File: config.mk
export PLATFORM = sky130hd
export DESIGN_NAME = wb_arb2_flat
export DESIGN_NICKNAME = d
export VERILOG_FILES = /design/src/rtl/wb_arb2_if.sv /design/src/rtl/wb_arb2.sv /design/src/flat_wrapper.sv
export SDC_FILE = /design/constraint.sdc
export NUM_CORES = 1
export LEC_CHECK = 0
export BUFFER_PORTS_ARGS = -buffer_cell sky130_fd_sc_hd__buf_4
export CAP_MARGIN = 20
export CORE_AREA = 2 2 111 113
export CTS_CLUSTER_DIAMETER = 50
export DETAILED_ROUTE_END_ITERATION = 7
export DIE_AREA = 0 0 113 115
export GPL_ROUTABILITY_DRIVEN = 0
export PLACE_DENSITY = 0.46
export SKIP_CTS_REPAIR_TIMING = 1
export SYNTH_ARGS = -nofsm -noshare
export SYNTH_HDL_FRONTEND = slang
export SYNTH_SLANG_ARGS = --single-unit
File: constraint.sdc
create_clock -name wb_clk_i -period 1.1 [get_ports wb_clk_i]
set_clock_uncertainty 0.1 [all_clocks]
set_input_delay 0.165 -clock wb_clk_i [delete_from_list [all_inputs] [get_ports wb_clk_i]]
set_output_delay 0.165 -clock wb_clk_i [all_outputs]
set_load 0.05 [all_outputs]
File: src/rtl/wb_arb2_if.sv
// Bundle of both Wishbone master ports and the shared slave port of wb_arb2.
// Latency: none, wiring only.
// Backpressure: carried by the Wishbone stb/ack handshake on these signals.
interface wb_arb2_if #(
    parameter int AW = 32,
    parameter int DW = 32
);
    localparam int SW = DW / 8;

    // master side, indexed/sliced per master (slice i belongs to master i)
    logic [1:0]      m_cyc_i;
    logic [1:0]      m_stb_i;
    logic [1:0]      m_we_i;
    logic [2*SW-1:0] m_sel_i;
    logic [2*AW-1:0] m_adr_i;
    logic [2*DW-1:0] m_dat_i;
    logic [DW-1:0]   m_dat_o;
    logic [1:0]      m_ack_o;
    logic [1:0]      m_err_o;

    // shared slave side
    logic            s_cyc_o;
    logic            s_stb_o;
    logic            s_we_o;
    logic [SW-1:0]   s_sel_o;
    logic [AW-1:0]   s_adr_o;
    logic [DW-1:0]   s_dat_o;
    logic [DW-1:0]   s_dat_i;
    logic            s_ack_i;

    logic [1:0]      grant_o;

    // arbiter view: it is the slave of both masters and drives the RAM port
    modport slave (
        input  m_cyc_i, m_stb_i, m_we_i, m_sel_i, m_adr_i, m_dat_i,
        input  s_dat_i, s_ack_i,
        output m_dat_o, m_ack_o, m_err_o,
        output s_cyc_o, s_stb_o, s_we_o, s_sel_o, s_adr_o, s_dat_o,
        output grant_o
    );

    // environment view: the two masters plus the RAM behind the arbiter
    modport master (
        output m_cyc_i, m_stb_i, m_we_i, m_sel_i, m_adr_i, m_dat_i,
        output s_dat_i, s_ack_i,
        input  m_dat_o, m_ack_o, m_err_o,
        input  s_cyc_o, s_stb_o, s_we_o, s_sel_o, s_adr_o, s_dat_o,
        input  grant_o
    );
endinterface

File: src/rtl/wb_arb2.sv
// Two-master round-robin Wishbone arbiter in front of one single-port slave, with stall watchdog.
// Latency: 1 cycle from cyc in IDLE to the request appearing on the slave; ack/data return is combinational.
// Backpressure: owner keeps the bus for its whole cyc; the other master waits, a stalled slave yields err.
module wb_arb2 #(
    parameter int AW      = 32,
    parameter int DW      = 32,
    parameter int TIMEOUT = 16
) (
    input  logic     wb_clk_i,
    input  logic     wb_rst_ni,
    wb_arb2_if.slave bus
);
    localparam int SW      = DW / 8;
    localparam int WDW     = (TIMEOUT > 0) ? $clog2(TIMEOUT + 1) : 1;
    localparam int WD_LAST = (TIMEOUT > 0) ? TIMEOUT - 1 : 0;

    typedef enum logic [1:0] {
        IDLE = 2'd0,
        G0   = 2'd1,
        G1   = 2'd2
    } state_t;

    state_t         st;
    logic           last;   // master granted most recently out of IDLE
    logic [WDW-1:0] wd;     // strobed cycles waited without ack
    logic [1:0]     err;
    logic [1:0]     grant;
    logic           own1;   // current owner is master 1

    assign own1 = (st == G1);

    // Route the owner's request to the slave; an idle arbiter drives an all-zero request.
    // stb is gated with the owner's cyc so a released master can never strobe the slave.
    always_comb begin
        bus.s_cyc_o = 1'b0;
        bus.s_stb_o = 1'b0;
        bus.s_we_o  = 1'b0;
        bus.s_sel_o = '0;
        bus.s_adr_o = '0;
        bus.s_dat_o = '0;
        if (st != IDLE) begin
            bus.s_cyc_o = bus.m_cyc_i[own1];
            bus.s_stb_o = bus.m_cyc_i[own1] & bus.m_stb_i[own1];
            bus.s_we_o  = bus.m_we_i[own1];
            bus.s_sel_o = own1 ? bus.m_sel_i[2*SW-1:SW] : bus.m_sel_i[SW-1:0];
            bus.s_adr_o = own1 ? bus.m_adr_i[2*AW-1:AW] : bus.m_adr_i[AW-1:0];
            bus.s_dat_o = own1 ? bus.m_dat_i[2*DW-1:DW] : bus.m_dat_i[DW-1:0];
        end
    end

    // Return path: ack follows the state of this cycle, so a late ack still reaches its owner.
    assign bus.m_ack_o = {bus.s_ack_i & (st == G1), bus.s_ack_i & (st == G0)};
    assign bus.m_dat_o = bus.s_dat_i;
    assign bus.m_err_o = err;
    assign bus.grant_o = grant;

    // Arbitration FSM with registered grant/err, plus the stall watchdog.
    // Later assignments to wd in the state case win, clearing it on every ownership change.
    // last only moves on grants out of IDLE; a direct handover does not update it.
    always_ff @(posedge wb_clk_i) begin
        if (!wb_rst_ni) begin
            st    <= IDLE;
            last  <= 1'b1;
            wd    <= '0;
            err   <= 2'b00;
            grant <= 2'b00;
        end else begin
            err <= 2'b00;
            if (TIMEOUT == 0 || bus.s_ack_i || !bus.s_stb_o) begin
                wd <= '0;
            end else if (wd == WDW'(WD_LAST)) begin
                wd  <= '0;
                err <= own1 ? 2'b10 : 2'b01;
            end else begin
                wd <= wd + WDW'(1);
            end

            case (st)
                IDLE: begin
                    if (bus.m_cyc_i[0] && (!bus.m_cyc_i[1] || last)) begin
                        st    <= G0;
                        grant <= 2'b01;
                        last  <= 1'b0;
                        wd    <= '0;
                    end else if (bus.m_cyc_i[1]) begin
                        st    <= G1;
                        grant <= 2'b10;
                        last  <= 1'b1;
                        wd    <= '0;
                    end
                end
                G0: begin
                    if (!bus.m_cyc_i[0]) begin
                        wd <= '0;
                        if (bus.m_cyc_i[1]) begin
                            st    <= G1;
                            grant <= 2'b10;
                        end else begin
                            st    <= IDLE;
                            grant <= 2'b00;
                        end
                    end
                end
                G1: begin
                    if (!bus.m_cyc_i[1]) begin
                        wd <= '0;
                        if (bus.m_cyc_i[0]) begin
                            st    <= G0;
                            grant <= 2'b01;
                        end else begin
                            st    <= IDLE;
                            grant <= 2'b00;
                        end
                    end
                end
                default: begin
                    st    <= IDLE;
                    grant <= 2'b00;
                    wd    <= '0;
                end
            endcase
        end
    end
endmodule

File: src/flat_wrapper.sv
// flat-port wrapper written by rule: the top's interface ports become plain ports
module wb_arb2_flat 
#(
    parameter int AW      = 32,
    parameter int DW      = 32,
    parameter int TIMEOUT = 16
)
  (wb_clk_i, wb_rst_ni, bus_m_cyc_i, bus_m_stb_i, bus_m_we_i, bus_m_sel_i, bus_m_adr_i, bus_m_dat_i, bus_s_dat_i, bus_s_ack_i, bus_m_dat_o, bus_m_ack_o, bus_m_err_o, bus_s_cyc_o, bus_s_stb_o, bus_s_we_o, bus_s_sel_o, bus_s_adr_o, bus_s_dat_o, bus_grant_o);
  wb_arb2_if #(.AW(AW), .DW(DW)) bus_i ();
  input  logic wb_clk_i;
  input  logic wb_rst_ni;
  input wire logic [$bits(bus_i.m_cyc_i)-1:0] bus_m_cyc_i;
  input wire logic [$bits(bus_i.m_stb_i)-1:0] bus_m_stb_i;
  input wire logic [$bits(bus_i.m_we_i)-1:0] bus_m_we_i;
  input wire logic [$bits(bus_i.m_sel_i)-1:0] bus_m_sel_i;
  input wire logic [$bits(bus_i.m_adr_i)-1:0] bus_m_adr_i;
  input wire logic [$bits(bus_i.m_dat_i)-1:0] bus_m_dat_i;
  input wire logic [$bits(bus_i.s_dat_i)-1:0] bus_s_dat_i;
  input wire logic [$bits(bus_i.s_ack_i)-1:0] bus_s_ack_i;
  output wire logic [$bits(bus_i.m_dat_o)-1:0] bus_m_dat_o;
  output wire logic [$bits(bus_i.m_ack_o)-1:0] bus_m_ack_o;
  output wire logic [$bits(bus_i.m_err_o)-1:0] bus_m_err_o;
  output wire logic [$bits(bus_i.s_cyc_o)-1:0] bus_s_cyc_o;
  output wire logic [$bits(bus_i.s_stb_o)-1:0] bus_s_stb_o;
  output wire logic [$bits(bus_i.s_we_o)-1:0] bus_s_we_o;
  output wire logic [$bits(bus_i.s_sel_o)-1:0] bus_s_sel_o;
  output wire logic [$bits(bus_i.s_adr_o)-1:0] bus_s_adr_o;
  output wire logic [$bits(bus_i.s_dat_o)-1:0] bus_s_dat_o;
  output wire logic [$bits(bus_i.grant_o)-1:0] bus_grant_o;
  assign bus_i.m_cyc_i = bus_m_cyc_i;
  assign bus_i.m_stb_i = bus_m_stb_i;
  assign bus_i.m_we_i = bus_m_we_i;
  assign bus_i.m_sel_i = bus_m_sel_i;
  assign bus_i.m_adr_i = bus_m_adr_i;
  assign bus_i.m_dat_i = bus_m_dat_i;
  assign bus_i.s_dat_i = bus_s_dat_i;
  assign bus_i.s_ack_i = bus_s_ack_i;
  assign bus_m_dat_o = bus_i.m_dat_o;
  assign bus_m_ack_o = bus_i.m_ack_o;
  assign bus_m_err_o = bus_i.m_err_o;
  assign bus_s_cyc_o = bus_i.s_cyc_o;
  assign bus_s_stb_o = bus_i.s_stb_o;
  assign bus_s_we_o = bus_i.s_we_o;
  assign bus_s_sel_o = bus_i.s_sel_o;
  assign bus_s_adr_o = bus_i.s_adr_o;
  assign bus_s_dat_o = bus_i.s_dat_o;
  assign bus_grant_o = bus_i.grant_o;
  wb_arb2 #(.AW(AW), .DW(DW), .TIMEOUT(TIMEOUT)) u_core (.wb_clk_i(wb_clk_i), .wb_rst_ni(wb_rst_ni), .bus(bus_i));
endmodule
==> metrics.md, run 1 <==
| Metric | Value |
|---|---|
| Status | `finished with violations` |
| Violated checks | `design-rule violations, negative setup slack` |
| Dominant cells by area after synthesis | `a22o_1, buf_4, dfxtp_1` |
| Reg2reg path depth | `5` |
| Synth Register Bits | `10` |
| Dpl hpwl | `about 5.7 mm` |
| First-pass GRT wire length | `9.86 mm` |
| Max Freq | `about 600 MHz` |
| Final worst slack | `-558 ps` |
| Total global routing overflow | `0` |
| Worst vdd ir | `approximately 0.00054 V` |
| Max-Cap Viols | `0` |
| Initial DRC Count | `53` |
| Worst path required time | `830 ps` |
| Clock buffer count from CTS | `3` |
| Drt pass-1 iters | `6` |
| Cells after Synth | `165` |
| GRT Util Overall | `slightly above 9%` |
| Largest net degree at the start of global routing | `46` |
| Vias in the first global route | `just under 2,000` |
| WHS Path Cells | `2` |
| Nets | `about 550` |
| Synthesized cell area | `1470 sq um` |
| Total power | `approximately 3.3 mW` |
| Die Area | `approximately 13,000 sq um` |
| Worst-Margin Slew | `between 300 and 400 ps` |
| CP Class | `register to output port` |
| Die X | `around 110 um` |
| Residual DRC | `40` |
| Register area share after synthesis | `a little over an eighth` |
| Routed Antenna Nets | `0` |
| CORE AREA | `between 10,000 and 15,000 sq um` |
| Mean area per synthesized cell | `between 8 and 9 sq um` |
| Ys async rst share | `0%` |
| Row count | `40` |
| Post-synth top area cell | `a22o_1` |
| Height of the chip | `115 um` |
| Fin. max-slew vios | `0` |
| CP Capture Type | `output port` |
| Layout cells sized above 1 | `about 90%` |
| Crit path max fanout | `6` |
| Ports | `between 200 and 300` |
| Layout area overhead | `175%` |
| Warnings from Yosys | `0` |
| Fin. Hold Viols | `0` |
| PortBufs | `about 220` |
| Top cell type's share of synthesized area | `41.6%` |
| Ys flop type | `dfxtp_1` |
| Setup slack, reg-to-reg | `-260 ps` |
| Clk pin slew, worst setup/hold paths | `~40 ps` |
| Rel. slew slack | `74.1%` |
| Setup Viol. Count Final | `85` |
| Initial antenna violation count | `1` |
| Pleak | `about 2.0 nW` |
| Clk_lat worst skew | `between 200 and 250 ps` |
| WL/cell | `~16 um` |
| Crit path DAT | `between 1000 and 1500 ps` |
| Syn_nets | `roughly 340` |
| WHS | `21.4 ps` |
| Bufs on Longest Clock Path | `2` |
| Vias per cell | `around 4.2` |
| Clock Sinks | `10` |
| CTS tree | `yes` |
| Netlist cell types | `30` |
| Post-synth EDFFs | `0` |
| RSZ-0062 raised after global routing | `yes` |
| Routed WL | `~8.4 mm` |
| Via count | `approximately 2,200` |
| Post-synth top cells | `a22o_1, buf_4, dfxtp_1` |
| Clk root buf | `clkbuf_16` |
| Power density over the cells | `roughly 820 nW/um^2` |
| Top-count cell post-synth | `a22o_1` |
| Hold crit path type | `input port to register` |
| H-tree Lvls | `1` |
| Final period demand of the worst path | `~1700 ps` |
| Initial core utilization | `roughly an eighth` |
| Period utilisation layout | `151%` |
| Startpoint types | `register` |
[cell usage in the layout (no fill, tap or decap), drive strengths merged]
cell type / count
inv: 1
buf: 246
and3: 3
xor2: 1
nor2b: 2
dfxtp: 10
clkbuf: 7
or2: 1
and3b: 1
diode: 1
nor3: 2
o211ai: 1
nand3: 2
and2b: 1
and4b: 3
and2: 1
nand2: 2
nor3b: 2
o21ai: 2
nor2: 7
a22o: 70
ha: 1
xnor2: 1
o22ai: 2
[registers in the layout, indices dropped and copies added (netlist names)]
register / flops
u_core.last: 1
u_core.st: 2
u_core.bus.m_err_o: 2
u_core.wd: 5
[kinds of logic (layout without fill, tap and decap cells)]
group	Yosys count	count (layout)	share of synthesized area, %
compound gates	75	75	44.2
xor+xnor	2	2	1.19
fa+ha+maj	1	1	0.849
buf+inv	50	254	28.2
flops	10	10	13.6
other cells	0	1	0
simple gates	27	27	12.0
[worst max-delay path, stage by stage (launching register included)]
cell and delay [ps]:
dfxtp_4 330, nor2b_4 130, buf_12 140, clkbuf_16 160, a22o_2 230, buf_6 150
[stage by stage]
stage,cells,utilization (%),instance area [sq um],setup TNS [ps],setup slack (ps)
after floorplan,165,-,1620,-28670,-386
after global placement,502,27.1,3200,-21780,-330
after detailed placement,502,27.1,3200,-22070,-331
after CTS,506,27.7,3270,-41250,-586
after global routing,516,34.2,4050,-44550,-599
final,517,34.3,4050,-40790,-558
[metal layers]
metal	track usage (%)	share of wire [%]	up-vias
met3	3.00	11	6
met1	11.2	38	995
met4	2.03	0.57	0
met2	15.9	50	162
met5	0	0	-
li1	-	-	1027
[report_power, final]
| group | leakage [nW] | internal, mW | switching [mW] |
|---|---|---|---|
| registers | 0.0825 | 0.372 | 0.00850 |
| clock network | 0.0382 | 0.485 | 0.166 |
| logic | 1.90 | 1.11 | 1.18 |
[final timing paths]
kind | startpoint | end
hold / removal | wb_rst_ni | u_core.last
setup / recovery | u_core.st[1] | bus_s_dat_o[30]
setup reg to reg | u_core.st[0] | u_core.bus.m_err_o[1]
hold reg to reg | u_core.wd[4] | u_core.wd[4]
[layout make-up]
cell class	count	area [sq um]
Clock buffer	4	78.8
Inverter	1	3.75
Fill cell	1210	7760
Tap cell	147	184
Timing Repair Buffer	249	2390
Sequential cell	10	208
Antenna cell	1	2.50
Multi-Input combinational cell	105	1180
Note: power is estimated with default switching activity, not from simulation.
==> run 2, diff against run 1 <==
SKIP_LAST_GASP = 1   (was unset)
==> run 2 against run 1 <==
The run still ends with design-rule violations, negative setup slack left; clock-buffer cell count unchanged; critical path depth unchanged; total power about the same; hold slack about the same; sequential power about the same; sequential share of layout area unchanged; via count increased by 0.18%; final cell count unchanged; routed wire length decreased by 0.19%; clock power about the same; global-route usage unchanged; highest routed layer unchanged; non-clock buffer count unchanged; largest cell class unchanged.
==> metrics.md, run 2 (synthesis results as in run 1) <==
| Metric | Value |
|---|---|
| Routed Antenna Nets | `0` |
| CP Class | `register to output port` |
| Most frequent cells in the layout | `buf_4, buf_6, a22o_2` |
| Worst vdd ir | `between 0.0005 and 0.0006 V` |
| Final period demand of the worst path | `between 1500 and 2000 ps` |
| Clock buffer count from CTS | `3` |
| Bufs on Longest Clock Path | `2` |
| Die X | `roughly 110 um` |
| First-pass GRT wire length | `9.86 mm` |
| Startpoint types | `register` |
| GRT Util Overall | `9.22%` |
| Fin util | `roughly a third` |
| Pleak | `just over 2 nW` |
| Dpl hpwl | `approximately 5.7 mm` |
| Max-Cap Viols | `0` |
| Row count | `40` |
| Total global routing overflow | `0` |
| Status | `finished with violations` |
| Die Area | `about 13,000 sq um` |
| Setup Viol. Count Final | `85` |
| Worst path required time | `a little over 800 ps` |
| Clk root buf | `clkbuf_16` |
| Via count | `between 2,000 and 2,500` |
| Ports | `286` |
| Crit path max fanout | `6` |
| Layout cells sized above 1 | `between 80% and 90%` |
| Nets | `between 500 and 600` |
| Final worst slack | `-558 ps` |
| Drt pass-1 iters | `6` |
| Clk pin slew, worst setup/hold paths | `roughly 40 ps` |
| Routed WL | `8.40 mm` |
| Hold crit path type | `input port to register` |
| H-tree Lvls | `1` |
| WL/cell | `16.2 um` |
| CORE AREA | `11,800 sq um` |
| Period utilisation layout | `151%` |
| RSZ-0062 raised after global routing | `yes` |
| Largest net degree at the start of global routing | `46` |
| Top reg by flops | `u_core.wd` |
| Initial antenna violation count | `1` |
| Most common cell after layout, fill and taps aside | `buf_4` |
| Height of the chip | `between 100 and 150 um` |
| Power density over the cells | `just over 800 nW/um^2` |
| Initial core utilization | `about an eighth` |
| Layout area overhead | `175%` |
| PortBufs | `about 220` |
| Crit path DAT | `about 1400 ps` |
| Initial DRC Count | `55` |
| Fin. max-slew vios | `0` |
| Violated checks | `design-rule violations, negative setup slack` |
| Vias in the first global route | `1,990` |
| WHS | `roughly 21 ps` |
| Clk_lat worst skew | `~240 ps` |
| Placed inst area | `between 3000 and 4000 sq um` |
| CP Capture Type | `output port` |
| Rel. slew slack | `about 74%` |
| Clock Sinks | `10` |
| Worst-Margin Slew | `388 ps` |
| Vias per cell | `4.24` |
| Fin. Hold Viols | `0` |
| Register area | `approximately 210 sq um` |
| Max FFs per register | `5` |
| Total power | `approximately 3.3 mW` |
| CTS tree | `yes` |
| Fill cells | `1,210` |
| Final Cell Area | `4050 sq um` |
| Residual DRC | `40` |
| Max Freq | `roughly 600 MHz` |
| Area of the multi-input gates | `1180 sq um` |
-- run 2: final timing paths --
| path | from | end | slack, ps | depth (start not counted) |
|---|---|---|---|---|
| worst max-delay path | u_core.st[1] | bus_s_dat_o[30] | -560 | 5 |
| worst min-delay path | wb_rst_ni | u_core.last | 20 | 2 |
| worst max register to register | u_core.st[0] | u_core.bus.m_err_o[1] | -250 | 5 |
| worst min register to register | u_core.wd[4] | u_core.wd[4] | 330 | 2 |
-- run 2: final cells by class --
class,instances,area share [%]
clock buffers,4,1.95
multi-input cells,105,29.3
flip-flops and latches,10,5.13
repair buffers,249,58.9
diodes,1,0.0618
well taps,147,4.54
inverters,1,0.0927
-- run 2: where the power goes --
part	switching [mW]	total, mW	internal [mW]
sequential	0.00850	0.380	0.372
combinational	1.18	2.30	1.11
clock	0.167	0.652	0.485
total	1.36	3.33	1.97
-- run 2: metal layers --
| layer | global-route usage, % | part of all wire, % |
|---|---|---|
| met5 | 0 | 0 |
| met4 | 2.03 | 0.57 |
| met3 | 3.00 | 11 |
| met2 | 15.9 | 50 |
| met1 | 11.2 | 37 |
-- run 2: worst max-delay path, stage by stage (launching register included) --
cell and delay (ps):
dfxtp_4 330, nor2b_4 130, buf_12 140, clkbuf_16 160, a22o_2 230, buf_6 150
-- run 2: metrics by stage --
| stage | instances | setup TNS, ps | setup slack (ps) |
|---|---|---|---|
| floorplan | 165 | -28670 | -386 |
| global placement | 502 | -21780 | -330 |
| detailed placement | 502 | -22070 | -331 |
| CTS | 506 | -41250 | -586 |
| global route | 516 | -44560 | -599 |
| finish | 517 | -40800 | -558 |
